===== src/rtl/memory_stage_pkg.sv =====
// Shared types for the memory stage: control bundle layout, access sizes, FSM states, byte-lane masks.
// Pure declarations; no latency or flow-control behaviour of its own.
package memory_stage_pkg;

    localparam logic [1:0] SZ_WORD = 2'b00;
    localparam logic [1:0] SZ_HALF = 2'b01;
    localparam logic [1:0] SZ_BYTE = 2'b10;

    localparam logic [3:0] BE_WORD    = 4'b1111;
    localparam logic [3:0] BE_HALF_LO = 4'b0011;
    localparam logic [3:0] BE_HALF_HI = 4'b1100;
    localparam logic [3:0] BE_BYTE0   = 4'b0001;

    // Field order mirrors the execute-stage bundle, bit 7 down to bit 0.
    typedef struct packed {
        logic       link;
        logic       load_unsigned;
        logic [1:0] size;
        logic       mem_to_reg;
        logic       reg_write;
        logic       mem_write;
        logic       mem_read;
    } bundle_t;

    typedef enum logic {
        ST_RUN  = 1'b0,
        ST_WAIT = 1'b1
    } state_e;

    function automatic logic is_aligned(input logic [1:0] size, input logic [1:0] lo);
        case (size)
            SZ_HALF: return !lo[0];
            SZ_BYTE: return 1'b1;
            default: return (lo == 2'b00);
        endcase
    endfunction

    function automatic logic [3:0] lane_mask(input logic [1:0] size, input logic [1:0] lo);
        case (size)
            SZ_HALF: return lo[1] ? BE_HALF_HI : BE_HALF_LO;
            SZ_BYTE: return BE_BYTE0 << lo;
            default: return BE_WORD;
        endcase
    endfunction

endpackage


===== src/rtl/memory_stage_if.sv =====
// Data-memory req/ack bus: master is the memory stage, slave is the memory.
// Request is held until ack or abandonment; rdata is only meaningful alongside ack.
interface memory_stage_if;
    logic        req;
    logic        we;
    logic [31:0] addr;
    logic [3:0]  be;
    logic [31:0] wdata;
    logic [31:0] rdata;
    logic        ack;

    modport master (output req, we, addr, be, wdata, input rdata, ack);
    modport slave  (input req, we, addr, be, wdata, output rdata, ack);
endinterface


===== src/rtl/memory_stage_load_align.sv =====
// Extracts a byte/half/word from the load data lanes and sign- or zero-extends it.
// Purely combinational; no flow control.
module memory_stage_load_align
    import memory_stage_pkg::*;
(
    input  logic [31:0] rdata_i,
    input  logic [1:0]  addr_lo_i,
    input  logic [1:0]  size_i,
    input  logic        unsigned_i,
    output logic [31:0] data_o
);
    logic [7:0]  byte_sel;
    logic [15:0] half_sel;

    always_comb begin
        case (addr_lo_i)
            2'd0:    byte_sel = rdata_i[7:0];
            2'd1:    byte_sel = rdata_i[15:8];
            2'd2:    byte_sel = rdata_i[23:16];
            default: byte_sel = rdata_i[31:24];
        endcase
        half_sel = addr_lo_i[1] ? rdata_i[31:16] : rdata_i[15:0];

        case (size_i)
            SZ_BYTE: data_o = {{24{!unsigned_i & byte_sel[7]}}, byte_sel};
            SZ_HALF: data_o = {{16{!unsigned_i & half_sel[15]}}, half_sel};
            default: data_o = rdata_i;
        endcase
    end
endmodule


===== src/rtl/register.sv =====
// Generic enable-able register with async active-low clear.
// One-cycle latency; holds its value while en_i is low.
module register #(
    parameter int WIDTH = 32
) (
    input  logic             clk_i,
    input  logic             rst_ni,
    input  logic             en_i,
    input  logic [WIDTH-1:0] d_i,
    output logic [WIDTH-1:0] q_o
);
    logic [WIDTH-1:0] data_q;

    always_ff @(posedge clk_i or negedge rst_ni) begin
        if (!rst_ni) begin
            data_q <= '0;
        end else if (en_i) begin
            data_q <= d_i;
        end
    end

    assign q_o = data_q;
endmodule


===== src/rtl/memory_stage.sv =====
// Memory-access stage: input regs -> req/ack data memory -> registered write-back; 1 edge per op plus wait cycles.
// Stalls upstream while a request waits for ack; a request with no ack after MAX_WAIT wait cycles is abandoned as an error.
module memory_stage
    import memory_stage_pkg::*;
#(
    parameter int MAX_WAIT = 15
) (
    input  logic                 clk_i,
    input  logic                 rst_ni,
    input  logic [7:0]           bundle_i,
    input  logic [31:0]          pc_seq_i,
    input  logic [31:0]          alu_i,
    input  logic [31:0]          reg_read2_i,
    input  logic [4:0]           reg_write_dest_i,
    output logic                 stall_o,
    memory_stage_if.master       mem,
    output logic                 wb_reg_write_o,
    output logic [4:0]           wb_dest_o,
    output logic [31:0]          wb_data_o,
    output logic                 mem_error_o
);
    localparam logic [7:0] MAX_WAIT_C = 8'(MAX_WAIT);

    logic [7:0]  bundle_raw;
    bundle_t     bundle_q;
    logic [31:0] pc_q, alu_q, read2_q;
    logic [4:0]  dest_q;

    state_e      state_q, state_d;
    logic [7:0]  wait_cnt_q, wait_cnt_d;

    logic        stall, capture_en;
    logic        is_mem, is_load, aligned, access;
    logic        mem_req, timeout, err_now;
    logic [31:0] store_data, load_val;
    logic        wb_we_d, error_d;
    logic [31:0] wb_data_d;

    assign capture_en = !stall;

    register #(.WIDTH(8))  u_bundle_reg (.clk_i, .rst_ni, .en_i(capture_en), .d_i(bundle_i),         .q_o(bundle_raw));
    register #(.WIDTH(32)) u_pc_reg     (.clk_i, .rst_ni, .en_i(capture_en), .d_i(pc_seq_i),         .q_o(pc_q));
    register #(.WIDTH(32)) u_alu_reg    (.clk_i, .rst_ni, .en_i(capture_en), .d_i(alu_i),            .q_o(alu_q));
    register #(.WIDTH(32)) u_read2_reg  (.clk_i, .rst_ni, .en_i(capture_en), .d_i(reg_read2_i),      .q_o(read2_q));
    register #(.WIDTH(5))  u_dest_reg   (.clk_i, .rst_ni, .en_i(capture_en), .d_i(reg_write_dest_i), .q_o(dest_q));

    assign bundle_q = bundle_t'(bundle_raw);

    assign is_mem  = bundle_q.mem_read | bundle_q.mem_write;
    assign is_load = bundle_q.mem_read & !bundle_q.mem_write;
    assign aligned = is_aligned(bundle_q.size, alu_q[1:0]);
    assign access  = is_mem & aligned;

    always_ff @(posedge clk_i or negedge rst_ni) begin
        if (!rst_ni) begin
            state_q    <= ST_RUN;
            wait_cnt_q <= '0;
        end else begin
            state_q    <= state_d;
            wait_cnt_q <= wait_cnt_d;
        end
    end

    always_comb begin
        state_d    = state_q;
        wait_cnt_d = wait_cnt_q;
        mem_req    = 1'b0;
        timeout    = 1'b0;
        case (state_q)
            ST_RUN: begin
                mem_req = access;
                if (access && !mem.ack) begin
                    state_d    = ST_WAIT;
                    wait_cnt_d = 8'd1;
                end
            end
            ST_WAIT: begin
                mem_req = 1'b1;
                timeout = !mem.ack && (wait_cnt_q == MAX_WAIT_C);
                if (mem.ack || timeout) begin
                    state_d    = ST_RUN;
                    wait_cnt_d = '0;
                end else begin
                    wait_cnt_d = wait_cnt_q + 8'd1;
                end
            end
            default: begin
                state_d    = ST_RUN;
                wait_cnt_d = '0;
            end
        endcase
    end

    // On a timeout the request is still driven this cycle but the stage releases upstream.
    assign stall   = mem_req & !mem.ack & !timeout;
    assign stall_o = stall;
    assign err_now = ((state_q == ST_RUN) && is_mem && !aligned) || timeout;

    always_comb begin
        case (bundle_q.size)
            SZ_BYTE: store_data = {4{read2_q[7:0]}};
            SZ_HALF: store_data = {2{read2_q[15:0]}};
            default: store_data = read2_q;
        endcase
    end

    // Bus outputs are gated so an idle or reset stage presents an all-zero bus.
    assign mem.req   = mem_req;
    assign mem.we    = mem_req & bundle_q.mem_write;
    assign mem.addr  = mem_req ? {alu_q[31:2], 2'b00} : '0;
    assign mem.be    = mem_req ? lane_mask(bundle_q.size, alu_q[1:0]) : '0;
    assign mem.wdata = (mem_req & bundle_q.mem_write) ? store_data : '0;

    memory_stage_load_align u_load_align (
        .rdata_i   (mem.rdata),
        .addr_lo_i (alu_q[1:0]),
        .size_i    (bundle_q.size),
        .unsigned_i(bundle_q.load_unsigned),
        .data_o    (load_val)
    );

    // Stall edges insert a write-back bubble so the previous write is not repeated.
    assign wb_we_d   = !stall & bundle_q.reg_write & !err_now & (dest_q != 5'd0);
    assign wb_data_d = bundle_q.link                     ? pc_q     :
                       (is_load && bundle_q.mem_to_reg)  ? load_val : alu_q;
    assign error_d   = mem_error_o | err_now;

    register #(.WIDTH(1))  u_wb_we_reg   (.clk_i, .rst_ni, .en_i(1'b1),       .d_i(wb_we_d),   .q_o(wb_reg_write_o));
    register #(.WIDTH(5))  u_wb_dest_reg (.clk_i, .rst_ni, .en_i(capture_en), .d_i(dest_q),    .q_o(wb_dest_o));
    register #(.WIDTH(32)) u_wb_data_reg (.clk_i, .rst_ni, .en_i(capture_en), .d_i(wb_data_d), .q_o(wb_data_o));
    register #(.WIDTH(1))  u_error_reg   (.clk_i, .rst_ni, .en_i(1'b1),       .d_i(error_d),   .q_o(mem_error_o));

endmodule


===== src/flat_wrapper.sv =====
// flat-port wrapper written by rule: the top's interface ports become plain ports
module memory_stage_flat import memory_stage_pkg::*;
#(
    parameter int MAX_WAIT = 15
)
  (clk_i, rst_ni, bundle_i, pc_seq_i, alu_i, reg_read2_i, reg_write_dest_i, stall_o, wb_reg_write_o, wb_dest_o, wb_data_o, mem_error_o, mem_req, mem_we, mem_addr, mem_be, mem_wdata, mem_rdata, mem_ack);
  memory_stage_if mem_i ();
  input  logic clk_i;
  input  logic rst_ni;
  input  logic [7:0] bundle_i;
  input  logic [31:0] pc_seq_i;
  input  logic [31:0] alu_i;
  input  logic [31:0] reg_read2_i;
  input  logic [4:0] reg_write_dest_i;
  output logic stall_o;
  output logic wb_reg_write_o;
  output logic [4:0] wb_dest_o;
  output logic [31:0] wb_data_o;
  output logic mem_error_o;
  output wire logic [$bits(mem_i.req)-1:0] mem_req;
  output wire logic [$bits(mem_i.we)-1:0] mem_we;
  output wire logic [$bits(mem_i.addr)-1:0] mem_addr;
  output wire logic [$bits(mem_i.be)-1:0] mem_be;
  output wire logic [$bits(mem_i.wdata)-1:0] mem_wdata;
  input wire logic [$bits(mem_i.rdata)-1:0] mem_rdata;
  input wire logic [$bits(mem_i.ack)-1:0] mem_ack;
  assign mem_req = mem_i.req;
  assign mem_we = mem_i.we;
  assign mem_addr = mem_i.addr;
  assign mem_be = mem_i.be;
  assign mem_wdata = mem_i.wdata;
  assign mem_i.rdata = mem_rdata;
  assign mem_i.ack = mem_ack;
  memory_stage #(.MAX_WAIT(MAX_WAIT)) u_core (.clk_i(clk_i), .rst_ni(rst_ni), .bundle_i(bundle_i), .pc_seq_i(pc_seq_i), .alu_i(alu_i), .reg_read2_i(reg_read2_i), .reg_write_dest_i(reg_write_dest_i), .stall_o(stall_o), .mem(mem_i), .wb_reg_write_o(wb_reg_write_o), .wb_dest_o(wb_dest_o), .wb_data_o(wb_data_o), .mem_error_o(mem_error_o));
endmodule

===== config.mk =====
export PLATFORM = sky130hd
export DESIGN_NAME = memory_stage_flat
export DESIGN_NICKNAME = d
export VERILOG_FILES = /design/src/rtl/memory_stage_pkg.sv /design/src/rtl/memory_stage_if.sv /design/src/rtl/memory_stage_load_align.sv /design/src/rtl/register.sv /design/src/rtl/memory_stage.sv /design/src/flat_wrapper.sv
export SDC_FILE = /design/constraint.sdc
export NUM_CORES = 1
export LEC_CHECK = 0
export BUFFER_PORTS_ARGS = -buffer_cell sky130_fd_sc_hd__buf_2
export CORE_ASPECT_RATIO = 0.75
export CORE_MARGIN = 4
export CORE_UTILIZATION = 47
export DETAILED_ROUTE_END_ITERATION = 8
export GPL_TIMING_DRIVEN = 0
export PLACE_DENSITY_LB_ADDON = 0.3
export SKIP_LAST_GASP = 1
export SYNTH_ARGS = -nofsm -noshare
export SYNTH_HDL_FRONTEND = slang
export SYNTH_SLANG_ARGS = --single-unit

===== constraint.sdc =====
create_clock -name clk_i -period 2.2 [get_ports clk_i]
set_input_delay 0 -clock clk_i [delete_from_list [all_inputs] [get_ports clk_i]]
set_output_delay 0 -clock clk_i [all_outputs]
set_load 0.005 [all_outputs]

==> impl_metrics.tcl <==
set metrics [dict create \
    outcome "finished, violations left" \
    violations "setup timing" \
    critPathKind "flop to flop" \
    fin_crit_sh 1.17 \
    grtUsageTotal 0.310 \
    synth_top_cells_by_count "dfrtp_1, mux2_2, nor2_1" \
    synth.most_common_cell "dfrtp_1" \
    avgRoutedWirePerCell_um 22.9 \
    syn_inst 760 \
    arrival_ps 2880 \
    end_kind "flop" \
    p_per_area_nw_per_um2 1300 \
    row_count 41 \
    nNetsFinal 1345 \
    ys_top_cells_by_area "dfrtp_1, mux2_2, mux2_1" \
    ant_nets 0 \
    max-vdd-ir-drop_uv 691 \
    crit_top_cell "buf_6" \
    area_delta_synth_final_pct 63.7 \
    synth_ff_type "dfrtp_1" \
    ys_ff_latch 157 \
    rsz0062_at_grt "yes" \
    grt_max_degree 100 \
    viasPerCell 5.90 \
    first_global_vias 8235 \
    insertion_delay_ps 430 \
    drc 0 \
    grt_first_pass_wirelength_um 46500 \
    drive_above_1_share 0.444 \
    worst_pin_slew_ps 684 \
    skew_ps 10.7 \
    setup_violations 217 \
    antenna-diode-count 0 \
    overflow 0 \
    synth_enable_flop_cells 0 \
    routed_wl_um 32700 \
    initial_utilization 0.478 \
    period_minus_slack_ps 2570 \
    dr.pass1.iters 6 \
    drt_iter0_drc 843 \
    critPathLaunchType "flop" \
    root_buffer "clkbuf_16" \
    power_uw 17100 \
    dieArea_um2 19200 \
    core_area_um2 16800 \
    cts-htree-levels 4 \
    cts_sinks 157 \
    dp_hpwl_um 19400 \
    yosys.area.top_type "dfrtp_1" \
    n_fill_cell 1008 \
    yosysWarnings 0 \
    cp_max_fo 5 \
    slew_headroom 0.544 \
    leakage_uw 0.00628 \
    syn_avg_cell_area_um2 10.5 \
    die_h_um 121 \
    synthesis.area_um2 8020 \
    path_clk_slew_ps 70 \
    gp_routability_congestion 0.999 \
    ios 254 \
    synth_cell_types 49 \
    drv_slew 0 \
    ys_seq_area_frac 0.490 \
    num_vias 8419 \
    antenna_found_initial 0 \
    cts_buffer_depth 2 \
    worstHoldPathType "primary input to flop" \
    cts_buffers 17 \
    io_buffers 251 \
    max_stage_delay_ps 390 \
    placedCellCount 1228 \
    drv_cap 0 \
    finalNonFillerCells 1426 \
    crit_required_ps 2520 \
    die_x_um 159 \
    crit_path_top_delay_cell "dfrtp_1" \
    fin_ws_ps -366 \
    fmax_mhz 390 \
    cts_tree "yes" \
    worstPathCellList "inv_2, ha_4, buf_6, nor2b_4, o211ai_1, buf_4, a221oi_4, buf_6, buf_12, buf_8, clkbuf_16, mux2_2" \
    async_flop_share 1.00 \
    netlist.area_leader.share 0.490 \
    final_hold_viol_count 0 \
]
area by class of cell:
cell class / instances / area [um^2] / area share
clock inverters: 15 / 221 / 0.0169
clock buffers: 17 / 425 / 0.0324
repair buffers: 424 / 3260 / 0.249
plain buffers: 54 / 569 / 0.0434
flip-flops and latches: 157 / 3930 / 0.299
well taps: 215 / 269 / 0.0205
inverters: 39 / 146 / 0.0112
multi-input cells: 505 / 4300 / 0.328
where the power goes:
| part | switching, uW | internal [uW] |
|---|---|---|
| logic | 4300 | 4870 |
| registers | 822 | 3840 |
| clock network | 1330 | 1940 |
| total | 6450 | 10600 |
what timing repair did:
| action | 4_1_cts | 5_1_grt |
|---|---|---|
| setup endpoints to repair | 216 | 222 |
| buffers inserted | 26 | 15 |
| pin swaps | 14 | 23 |
| gates resized for setup | 138 | 149 |
| hold endpoints to repair | 173 | 0 |
| gates cloned | 12 | 8 |
| hold buffers | 117 | 0 |
through the flow:
stage / utilization / setup TNS, ps / setup slack [ps] / cell area (um^2) / hold WS [ps]
CTS: 0.738 / -53920 / -322 / 12400 / 12.8
floorplan: - / -9990 / -99.4 / 8060 / -296
global route: 0.782 / -70150 / -433 / 13100 / 40.2
global placement: 0.571 / -262900 / -1240 / 9580 / 214
detailed placement: 0.573 / -74390 / -491 / 9610 / 9.53
finish: 0.782 / -54220 / -366 / 13100 / 52.5
per-layer routing:
layer,up-vias,track usage,share of wire
li1,3605,-,-
met1,4112,0.407,0.40
met2,580,0.492,0.45
met3,122,0.0937,0.11
met4,0,0.113,0.040
met5,-,0,0
worst max-delay path, delay by kind of cell, from the launching register on:
| family | cells | cell delay (ps) |
|---|---|---|
| buffers and inverters | 7 | 900 |
| flip-flops | 1 | 390 |
| multiplexers | 1 | 330 |
| AO/OA/AOI/OAI | 2 | 420 |
| AND/OR/NAND/NOR | 1 | 140 |
| adder cells (fa/ha/maj) | 1 | 260 |
cell usage in the layout (no fill, tap or decap), types with 30 or more instances in the layout:
| cell type | count |
|---|---|
| inv_1 | 37 |
| nand3_1 | 37 |
| dlygate4sd3_1 | 117 |
| nor2_1 | 45 |
| nand2_1 | 35 |
| mux2_2 | 40 |
| a22o_1 | 32 |
| dfrtp_1 | 157 |
| a21oi_1 | 30 |
| buf_2 | 252 |
| mux2_4 | 77 |
| and2_1 | 39 |
flip-flops by register name, indices dropped and copies added (netlist names), 5 cells and up:
name and flops:
u_core.u_alu_reg.q_o 32, u_core.u_pc_reg.q_o 32, u_core.u_read2_reg.q_o 32, u_core.u_wb_data_reg.q_o 32, u_core.u_bundle_reg.q_o 8, u_core.wait_cnt_q 8
u_core.u_dest_reg.q_o 5, u_core.u_wb_dest_reg.q_o 5
path summary, 6_finish.rpt:
| path | start | endpoint | slack [ps] | cells after the start |
|---|---|---|---|---|
| worst min-delay path | mem_rdata[20] | u_core.u_wb_data_reg.q_o[20] | 50 | 4 |
| max in group asynchronous | rst_ni | u_core.u_alu_reg.q_o[30] | 1190 | 3 |
| worst min register to register | u_core.u_wb_dest_reg.q_o[1] | u_core.u_wb_dest_reg.q_o[1] | 500 | 1 |
| worst max register to register | u_core.u_bundle_reg.q_o[4] | u_core.u_pc_reg.q_o[16] | -370 | 12 |
| min in group asynchronous | rst_ni | u_core.u_read2_reg.q_o[6] | 110 | 2 |
| worst max-delay path | u_core.u_bundle_reg.q_o[4] | u_core.u_pc_reg.q_o[16] | -370 | 12 |
cell families (layout without fill, tap and decap cells):
kind of cell | after synthesis | after routing | share of synthesized area
AND/OR/NAND/NOR | 221 | 221 | 0.139
flip-flops | 157 | 157 | 0.490
AO/OA/AOI/OAI | 156 | 156 | 0.141
multiplexers | 122 | 122 | 0.171
buffers and inverters | 99 | 549 | 0.0532
adder cells (fa/ha/maj) | 3 | 3 | 0.00468
other | 1 | 2 | 0.000468
XOR/XNOR | 1 | 1 | 0.00109
Power figures use the tool's default switching activity.
